--- src/rtl/m68k_bus_master.sv ---
// 68020-style async bus initiator: one request becomes 1..4 dynamically sized bus cycles.
// Zero-wait 32-bit read acks 5 edges after accept; each extra sub-cycle adds 4; REQ ignored while BUSY.
module m68k_bus_master #(
    parameter int unsigned TIMEOUT = 255
) (
    input  logic        CLKCPU,
    input  logic        RESET,
    input  logic        REQ,
    input  logic        REQ_RW,
    input  logic [23:0] REQ_ADDR,
    input  logic [1:0]  REQ_SIZE,
    input  logic [31:0] REQ_WDATA,
    output logic        BUSY,
    output logic        ACK,
    output logic        ERR,
    output logic [31:0] RDATA,
    output logic [23:0] A,
    output logic [1:0]  SIZ,
    output logic        RW20,
    output logic        AS20,
    output logic        DS20,
    output logic [31:0] D_OUT,
    output logic        D_OE,
    input  logic [31:0] D_IN,
    input  logic [1:0]  DSACK,
    input  logic        BERR
);

    typedef enum logic [2:0] {
        S_IDLE, S_ADDR, S_STRB, S_WAIT, S_TERM, S_DONE
    } state_t;

    localparam logic [8:0] TIMEOUT_LIM = 9'(TIMEOUT);

    state_t      state_q, state_d;
    logic        busy_q, busy_d;
    logic        ack_q, ack_d;
    logic        err_q, err_d;
    logic [31:0] rdata_q, rdata_d;
    logic [23:0] addr_q, addr_d;
    logic [2:0]  rem_q, rem_d;
    logic        rw_q, rw_d;
    logic        as_q, as_d;
    logic        ds_q, ds_d;
    logic        doe_q, doe_d;
    logic [31:0] wbuf_q, wbuf_d;
    logic [7:0]  cnt_q, cnt_d;

    logic [1:0]  off;
    logic [2:0]  avail;
    logic [2:0]  take;
    logic [5:0]  take_bits;
    logic [31:0] lane_sh;
    logic [31:0] rdata_acc;
    logic        req_bad;
    logic [2:0]  req_rem;
    logic [31:0] req_wbuf;

    // Byte offset within the responding port and how many bytes it can take from there.
    always_comb begin
        off   = 2'd0;
        avail = 3'd0;
        case (DSACK)
            2'b00: begin
                off   = addr_q[1:0];
                avail = 3'd4 - {1'b0, addr_q[1:0]};
            end
            2'b01: begin
                off   = {1'b0, addr_q[0]};
                avail = 3'd2 - {2'b00, addr_q[0]};
            end
            2'b10: avail = 3'd1;
            default: avail = 3'd0;
        endcase
        take      = (rem_q < avail) ? rem_q : avail;
        take_bits = {take, 3'b000};
        lane_sh   = D_IN << {off, 3'b000};
        rdata_acc = (rdata_q << take_bits) | (lane_sh >> (6'd32 - take_bits));
    end

    // Write operand is kept left-justified so the next byte to send is always D[31:24].
    always_comb begin
        req_bad  = 1'b0;
        req_rem  = 3'd4;
        req_wbuf = REQ_WDATA;
        case (REQ_SIZE)
            2'b01: begin
                req_rem  = 3'd1;
                req_wbuf = {REQ_WDATA[7:0], 24'h0};
            end
            2'b10: begin
                req_rem  = 3'd2;
                req_wbuf = {REQ_WDATA[15:0], 16'h0};
                req_bad  = REQ_ADDR[0];
            end
            2'b00: req_bad = |REQ_ADDR[1:0];
            default: begin
                req_rem  = 3'd0;
                req_wbuf = 32'h0;
                req_bad  = 1'b1;
            end
        endcase
    end

    always_comb begin
        state_d = state_q;
        busy_d  = busy_q;
        ack_d   = 1'b0;
        err_d   = err_q;
        rdata_d = rdata_q;
        addr_d  = addr_q;
        rem_d   = rem_q;
        rw_d    = rw_q;
        as_d    = as_q;
        ds_d    = ds_q;
        doe_d   = doe_q;
        wbuf_d  = wbuf_q;
        cnt_d   = cnt_q;
        case (state_q)
            S_IDLE: begin
                if (busy_q) begin
                    busy_d = 1'b0;
                end else if (REQ) begin
                    busy_d  = 1'b1;
                    err_d   = req_bad;
                    rdata_d = 32'h0;
                    addr_d  = REQ_ADDR;
                    wbuf_d  = req_wbuf;
                    if (req_bad) begin
                        rem_d   = 3'd0;
                        state_d = S_DONE;
                    end else begin
                        rem_d   = req_rem;
                        rw_d    = REQ_RW;
                        doe_d   = ~REQ_RW;
                        state_d = S_ADDR;
                    end
                end
            end
            S_ADDR: state_d = S_STRB;
            S_STRB: begin
                as_d    = 1'b0;
                ds_d    = ~rw_q;
                cnt_d   = 8'd0;
                state_d = S_WAIT;
            end
            S_WAIT: begin
                ds_d = 1'b0;
                if (!BERR) begin
                    err_d   = 1'b1;
                    state_d = S_TERM;
                end else if (DSACK != 2'b11) begin
                    if (rw_q) begin
                        rdata_d = rdata_acc;
                    end
                    wbuf_d  = wbuf_q << take_bits;
                    rem_d   = rem_q - take;
                    addr_d  = addr_q + {21'h0, take};
                    state_d = S_TERM;
                end else if (({1'b0, cnt_q} + 9'd1) >= TIMEOUT_LIM) begin
                    err_d   = 1'b1;
                    state_d = S_TERM;
                end else begin
                    cnt_d = cnt_q + 8'd1;
                end
                if (state_d == S_TERM) begin
                    as_d  = 1'b1;
                    ds_d  = 1'b1;
                    doe_d = 1'b0;
                end
            end
            S_TERM: begin
                if (DSACK == 2'b11 && BERR) begin
                    if (rem_q != 3'd0 && !err_q) begin
                        doe_d   = ~rw_q;
                        state_d = S_ADDR;
                    end else begin
                        state_d = S_DONE;
                    end
                end
            end
            S_DONE: begin
                ack_d   = 1'b1;
                rw_d    = 1'b1;
                state_d = S_IDLE;
            end
            default: state_d = S_IDLE;
        endcase
    end

    always_ff @(posedge CLKCPU or negedge RESET) begin
        if (!RESET) begin
            state_q <= S_IDLE;
            busy_q  <= 1'b0;
            ack_q   <= 1'b0;
            err_q   <= 1'b0;
            rdata_q <= 32'h0;
            addr_q  <= 24'h0;
            rem_q   <= 3'd0;
            rw_q    <= 1'b1;
            as_q    <= 1'b1;
            ds_q    <= 1'b1;
            doe_q   <= 1'b0;
            wbuf_q  <= 32'h0;
            cnt_q   <= 8'd0;
        end else begin
            state_q <= state_d;
            busy_q  <= busy_d;
            ack_q   <= ack_d;
            err_q   <= err_d;
            rdata_q <= rdata_d;
            addr_q  <= addr_d;
            rem_q   <= rem_d;
            rw_q    <= rw_d;
            as_q    <= as_d;
            ds_q    <= ds_d;
            doe_q   <= doe_d;
            wbuf_q  <= wbuf_d;
            cnt_q   <= cnt_d;
        end
    end

    always_comb begin
        case (rem_q)
            3'd1:    D_OUT = {4{wbuf_q[31:24]}};
            3'd2:    D_OUT = {2{wbuf_q[31:16]}};
            default: D_OUT = wbuf_q;
        endcase
    end

    assign BUSY  = busy_q;
    assign ACK   = ack_q;
    assign ERR   = err_q;
    assign RDATA = rdata_q;
    assign A     = addr_q;
    assign SIZ   = rem_q[1:0];
    assign RW20  = rw_q;
    assign AS20  = as_q;
    assign DS20  = ds_q;
    assign D_OE  = doe_q;

endmodule
--- config.mk ---
export PLATFORM = sky130hd
export DESIGN_NAME = m68k_bus_master
export DESIGN_NICKNAME = d
export VERILOG_FILES = /design/src/rtl/m68k_bus_master.sv
export SDC_FILE = /design/constraint.sdc
export NUM_CORES = 1
export LEC_CHECK = 0
export CORE_ASPECT_RATIO = 0.5
export CORE_MARGIN = 5
export CORE_UTILIZATION = 50
export DETAILED_ROUTE_END_ITERATION = 10
export PLACE_DENSITY_LB_ADDON = 0.2
export SKIP_LAST_GASP = 1
export SYNTH_ARGS = -nofsm -noshare
export SYNTH_HDL_FRONTEND = slang
export SYNTH_SLANG_ARGS = --single-unit
--- constraint.sdc ---
create_clock -name CLKCPU -period 6.8 [get_ports CLKCPU]
set_input_delay 1.7 -clock CLKCPU [delete_from_list [all_inputs] [get_ports CLKCPU]]
set_output_delay 1.7 -clock CLKCPU [all_outputs]
set_load 0.02 [all_outputs]
==> After elaboration in Yosys (flattened, before gate mapping) <==
Index checks and enable logic that the tools add are counted.
{ "word_totals": {"output_inout_bits": 97, "input_bits": 97, "word_cells": 143, "register_bits": 109} }
{ "classes": {"addsub": 7, "n_shift": 4, "reduce_logical": 20, "mux": 67, "magnitude_cmp": 2, "n_bitwise": 3, "eq_ne": 27} }
{ "op_table": {"columns": ["operator", "n"], "rows": [
  ["2-to-1 mux 32 bit", 9],
  ["one-hot mux 32 bit (2 select lines)", 2],
  ["2-to-1 mux 24 bit", 4],
  ["one-hot mux 24 bit (2 select lines)", 2],
  ["one-hot mux 32 bit (3 select lines)", 1],
  ["<< shifter 32 x 6 -> 32 bit", 2],
  ["2-to-1 mux 3 bit", 15],
  ["bitwise OR 32 bit", 1],
  ["<< shifter 32 x 5 -> 32 bit", 1],
  [">> shifter 32 x 6 -> 32 bit", 1],
  ["adder 24 x 3 -> 24 bit", 1],
  ["2-to-1 mux 8 bit", 3],
  ["inequality test 2 bit (second input constant)", 12],
  ["2-to-1 mux 1 bit", 19],
  ["one-hot mux 3 bit (3 select lines)", 2],
  ["one-hot mux 8 bit (2 select lines)", 1],
  ["one-hot mux 3 bit (5 select lines)", 1],
  ["AND reduction 5 bit", 2],
  ["adder 8 x 1 -> 9 bit (second input constant)", 1],
  ["equality test 3 x 2 -> 1 bit (second input constant)", 3],
  ["equality test 3 bit (second input constant)", 3],
  [">= comparator 9 x 8 -> 1 bit (second input constant)", 1],
  ["adder 8 x 1 -> 8 bit (second input constant)", 1],
  ["one-hot mux 1 bit (2 select lines)", 4],
  ["25 further kinds", 38]
]} }

==> Logic depth before layout (Yosys ltp) <==
{ "logic_depth": {"ltp_word": 11, "mapped_depth": 22, "ltp_nobuf": 18} }

==> Worst setup path after synthesis <==
Ideal clock, no wire load.
{ "synth_path": {"path_type": "input -> register", "startpoint": "input port DSACK[0]", "endpoint": "register addr_q[14], in the netlist A[14]", "slack_ns": 1.391, "stages": 19, "arrival_ns": 5.331, "cell_sequence": "buf_2 -> nand2b_1 -> a21oi_1 -> inv_2 -> ha_1 -> o21a_1 -> o211ai_2 -> and2_1 -> buf_2 -> buf_2 -> buf_2 -> ha_1 -> fa_1 -> a21o_1 -> nand3_1 -> nor3_1 -> a41o_1 -> a21oi_1 -> a21oi_1"} }
{ "synth_between": {"elab_chain_cells": 8, "word_cells_on_any_way": 13, "cone_classes": "1 x add/sub; 1 x order compare; 4 x eq/ne; 5 x mux; 2 x reduce/logical"} }
{ "synth_lines": {"columns": ["item", "line", "text"], "rows": [
  ["start, declared", "25", "input logic [1:0] DSACK,"],
  ["equality test 2 bit, or another cell as far along", "63", "case (DSACK)"],
  ["one-hot mux 3 bit (3 select lines)", "63", null],
  ["less-than comparator 3 bit", "75", "take = (rem_q < avail) ? rem_q : avail;"],
  ["2-to-1 mux 3 bit", "75", null],
  ["adder 24 x 3 -> 24 bit", "158", "addr_d = addr_q + {21'h0, take};"],
  ["2-to-1 mux 24 bit", "152", "end else if (DSACK != 2'b11) begin"],
  ["2-to-1 mux 24 bit", "149", "if (!BERR) begin"],
  ["one-hot mux 24 bit (2 select lines)", "119", "case (state_q)"],
  ["end signal, assigned", "212", "addr_q <= addr_d;"],
  ["end, declared", "40", "logic [23:0] addr_q, addr_d;"]
]} }
Several ways; a longest one is shown, not always the timed one. The select of a mux whose other input is x is not followed.
A chain may end at the register's enable or synchronous reset.

==> Final worst setup path <==
{ "layout_path": {"startpoint": "input port DSACK[0]", "endpoint": "register rdata_q[13], in the netlist RDATA[13]"} }
{ "layout_between": {"elab_chain_cells": 11, "word_cells_on_any_way": 19, "cone_classes": "1 x add/sub; 1 x order compare; 4 x eq/ne; 3 x shift; 7 x mux; 1 x bitwise; 2 x reduce/logical"} }
{ "layout_lines": {"columns": ["item", "line", "text"], "rows": [
  ["equality test 2 bit, or another cell as far along", "63", null],
  ["one-hot mux 3 bit (3 select lines)", "63", null],
  ["less-than comparator 3 bit", "75", null],
  ["2-to-1 mux 3 bit", "75", null],
  ["subtractor 6 bit", "78", "rdata_acc = (rdata_q << take_bits) | (lane_sh >> (6'd32 - take_bits));"],
  [">> shifter 32 x 6 -> 32 bit", "78", null],
  ["bitwise OR 32 bit", "78", null],
  ["2-to-1 mux 32 bit", "153", "if (rw_q) begin"],
  ["2-to-1 mux 32 bit", "152", null],
  ["2-to-1 mux 32 bit", "149", null],
  ["one-hot mux 32 bit (2 select lines)", "119", null],
  ["end signal, assigned", "211", "rdata_q <= rdata_d;"],
  ["end, declared", "39", "logic [31:0] rdata_q, rdata_d;"]
]} }
Several ways; a longest one is shown, not always the timed one. The select of a mux whose other input is x is not followed.

==> summary.txt <==
Cells and area
  • Area grow syn2layout: 28.8%
  • Final nets: 1192
  • N_diodes: 0
  • Final core occ: 66.4%
  • # fillers: 1316
  • Fraction of layout cells with a size suffix above 1: a little under a tenth

Setup path
  • Crit. path cell count: 15
  • Max stage delay on crit path: 540 ps
  • Reg-to-Reg End: RDATA[13]$_DFFE_PN0P_
  • Worst EP required: 7070 ps
  • CP Capture Point: RDATA[13]$_DFFE_PN0P_
  • Critical-path cell list: clkdlybuf4s50_1, nand2b_1, a21oi_1, inv_2, ha_1, o21a_1, o211ai_2, and2_1, inv_2, ha_1, xnor2_1, and2_1, and2_1, a221oi_1, o21ai_0
  • Crit path buf inv count: 3
  • CP top delay family: simple AND/OR/NAND/NOR gates
  • R2R cell count: 16
  • CP Data Arrival Time: 6060 ps
  • Worst setup EP type: register
  • CP max-delay cell: and2_1
  • Critical Path Fanout Max: 19
  • Setup crit start: DSACK[0]
  • FF-to-FF setup slack: 1480 ps
  • Top cell by count, worst path: and2_1
  • CP Launch Type: input pin
  • Critical Setup Path Class: in -> reg
  • Reg2reg start: A[0]$_DFFE_PN0P_

Routing
  • Drt pass-1 iters: 5
  • Routed Antenna Nets: 0
  • Drt wl/cell: between 20 and 25 um
  • DRC viols: 0
  • Vias per inst: 6.67
  • Routed Wire Length: 28.9 mm
  • Iter 0 DRT Violations: 981
  • Vias: 8605

Floorplanning
  • Core Box Area: approximately 16000 sq um
  • Ports: 194
  • Die ar.: 18900 sq um
  • Die width: 189 um
  • Starting Density: 51.6%
  • Row count: 32
  • Die height: 99.7 um

Timing
  • RSZ-0062 raised after global routing: no
  • Setup Skew: between 10 and 15 ps
  • Period utilization: 85.0%
  • Final setup fails: 0
  • Final Max Tran Viols: 0
  • Final Hold Fails: 0
  • Setup Total Neg Slack: 0 ps
  • Worst-margin pin slew: 1240 ps
  • Slew margin rel.: ~17%
  • Hold_ws: 509 ps
  • Fmax: 0.173 GHz
  • Post-layout min period: 5780 ps

Power
  • Cell Pwr Density: 512 nW/um^2
  • Leak Pwr: 0.00411 uW
  • Max IR drop VDD: 0.277 mV

Synthesis
  • Synthesis Warnings: 0
  • Post-Syn Nets: 1040
  • Register area share after synthesis: 34.0%
  • Synth area leader: dfrtp_1
  • Top post-synthesis cells by area: dfrtp_1 (33%), a21oi_1 (4.9%), nand2_1 (4.3%)
  • Count leader, synth: dfrtp_1
  • Mean post-synth cell area: 8.65 sq um
  • Top FF cell, synth: dfrtp_1
  • Synthesized area: roughly 8000 sq um
  • FF+latch count, synth: 109
  • Post-Syn Instances: 929
  • Fraction of registers with async set/reset: 100%
  • Number of enable flip-flop cells after synthesis: 0
  • Synth cell count leaders: dfrtp_1 (106), nand2_1 (93), nor2_1 (90), a21oi_1 (78), o21ai_0 (41)
  • Area share of the largest cell type after synthesis: 33.0%
  • Cell variety after synth: 78

Clock network
  • Num CTS Buffers: 9
  • Clk Latency, worst-skew pair: 360 ps
  • Clock transition at path regs: 80 ps
  • CTS tree: yes
  • Clock Tree Root: clkbuf_16
  • PostCTS Resize Cnt: 0
  • Setup repair bufs after CTS: 0
  • Clock sink total: between 100 and 150
  • CTS Hold Buffers Added: 0
  • Htree depth: 3
  • Longest Clk Path Bufs: 2

Global routing
  • Largest net degree at the start of global routing: 70
  • Total track usage: 30.0%
  • Number of global-route vias before repair: 8501
  • First-pass GRT wire length: 46.2 mm
  • Initial antenna violation count: 0
  • GR Overflow Total: 0

Place
  • GPL Wtd Cong: 0.975
  • Port Buf Inserts: 193
  • Hpwl dp: ~20 mm

Worst hold path
  • HP Class: reg -> reg

Run
  • Max-Cap Viols: 0

Run status
  • Status: finished, final reports clean
[cells by family (layout without fill, tap and decap cells)]
kind of cell               after synthesis  after routing  share of synthesized area (%)
xor gates and xnor gates                 5              5                          0.545
buffers and inverters                   90            247                           5.37
muxes                                   64             64                           9.50
and+or+nand+nor                        309            309                           18.7
AOI/OAI and AO/OA                      338            338                           29.6
DFF                                    109            109                           34.0
adders and majority gates               14             14                           2.37
[power by group]
part / internal, uW / leakage (uW) / switching, uW / total (uW)
registers: 919 / 0.00138 / 400 / 1320
clock network: 267 / 0.000148 / 292 / 559
logic: 1470 / 0.00259 / 1940 / 3420
[how the worst min path moves through the flow]
stage               slack [ps]                     end  cells after the start                    from
floorplan                  490  wbuf_q[10]$_DFFE_PN0P_                      1  wbuf_q[10]$_DFFE_PN0P_
global placement           480   RDATA[30]$_DFFE_PN0P_                      2   RDATA[30]$_DFFE_PN0P_
detailed placement         490   RDATA[30]$_DFFE_PN0P_                      2   RDATA[30]$_DFFE_PN0P_
CTS                        510        AS20$_DFFE_PN1P_                      1        AS20$_DFFE_PN1P_
global route               530   RDATA[30]$_DFFE_PN0P_                      2   RDATA[30]$_DFFE_PN0P_
finish                     510   RDATA[28]$_DFFE_PN0P_                      2   RDATA[28]$_DFFE_PN0P_
[final cells by class]
| class | count | area (sq um) | area share, % |
|---|---|---|---|
| Inverter | 14 | 52.6 | 0.508 |
| Clock buffer | 9 | 225 | 2.18 |
| Clock inverter | 7 | 82.6 | 0.798 |
| Multi-Input combinational cell | 730 | 4890 | 47.3 |
| Timing Repair Buffer | 217 | 2110 | 20.4 |
| Tap cell | 204 | 255 | 2.47 |
| Sequential cell | 109 | 2730 | 26.4 |
[sequential cells by signal (all words and copies together), names as in the netlist]
register  cells
DS20          1
AS20          1
ACK           1
ERR           1
RDATA        32
BUSY          1
state_q       3
RW20          1
wbuf_q       32
cnt_q         8
D_OE          1
rem_q         3
A            24
[per-stage QoR]
step                worst slack (ps)  total power, uW  cells  cell area, sq um
floorplan                       1390             3380    929              8040
global placement                 998             4610   1274             10000
detailed placement               744             4660   1274             10000
finish                          1020             5300   1290             10300
CTS                             1130             5240   1290             10300
global route                     758             5620   1290             10300
[layout by cell type, fill, tap and decap left out, types with 7 or more instances in the layout]
master,instances
clkbuf_16,9
buf_4,25
and2_1,8
o22ai_1,7
mux4_2,7
inv_1,11
nand4_1,12
o211ai_1,12
nand2_1,93
nand2b_1,10
o21ai_0,41
dfrtp_1,106
a32oi_1,9
mux2i_1,29
o2bb2ai_1,18
a221oi_1,27
a21o_1,10
a21oi_1,78
nor2b_1,10
a22o_1,20
a31oi_1,22
clkdlybuf4s50_1,192
mux2_2,28
a22oi_1,32
ha_1,12
nor3_1,12
nand3_1,26
nor2_1,88
and3_1,9
nor4bb_1,8
[worst register-to-register path: cells and delay by family, from the launching register on]
family                     cells  cell delay, ps
adders and majority gates      3             950
AOI/OAI and AO/OA              5             980
DFF                            1             970
and+or+nand+nor                4            1470
xor gates and xnor gates       1             250
buffers and inverters          3             620
[per-layer routing]
| layer | GRT usage, % | wire [um] | share of wire, % |
|---|---|---|---|
| met5 | 0 | 0 | 0 |
| met4 | 5.94 | 280 | 0.97 |
| met1 | 42.9 | 12900 | 45 |
| met2 | 46.8 | 12700 | 44 |
| met3 | 7.75 | 3100 | 11 |
(Power assumes the default switching activity.)
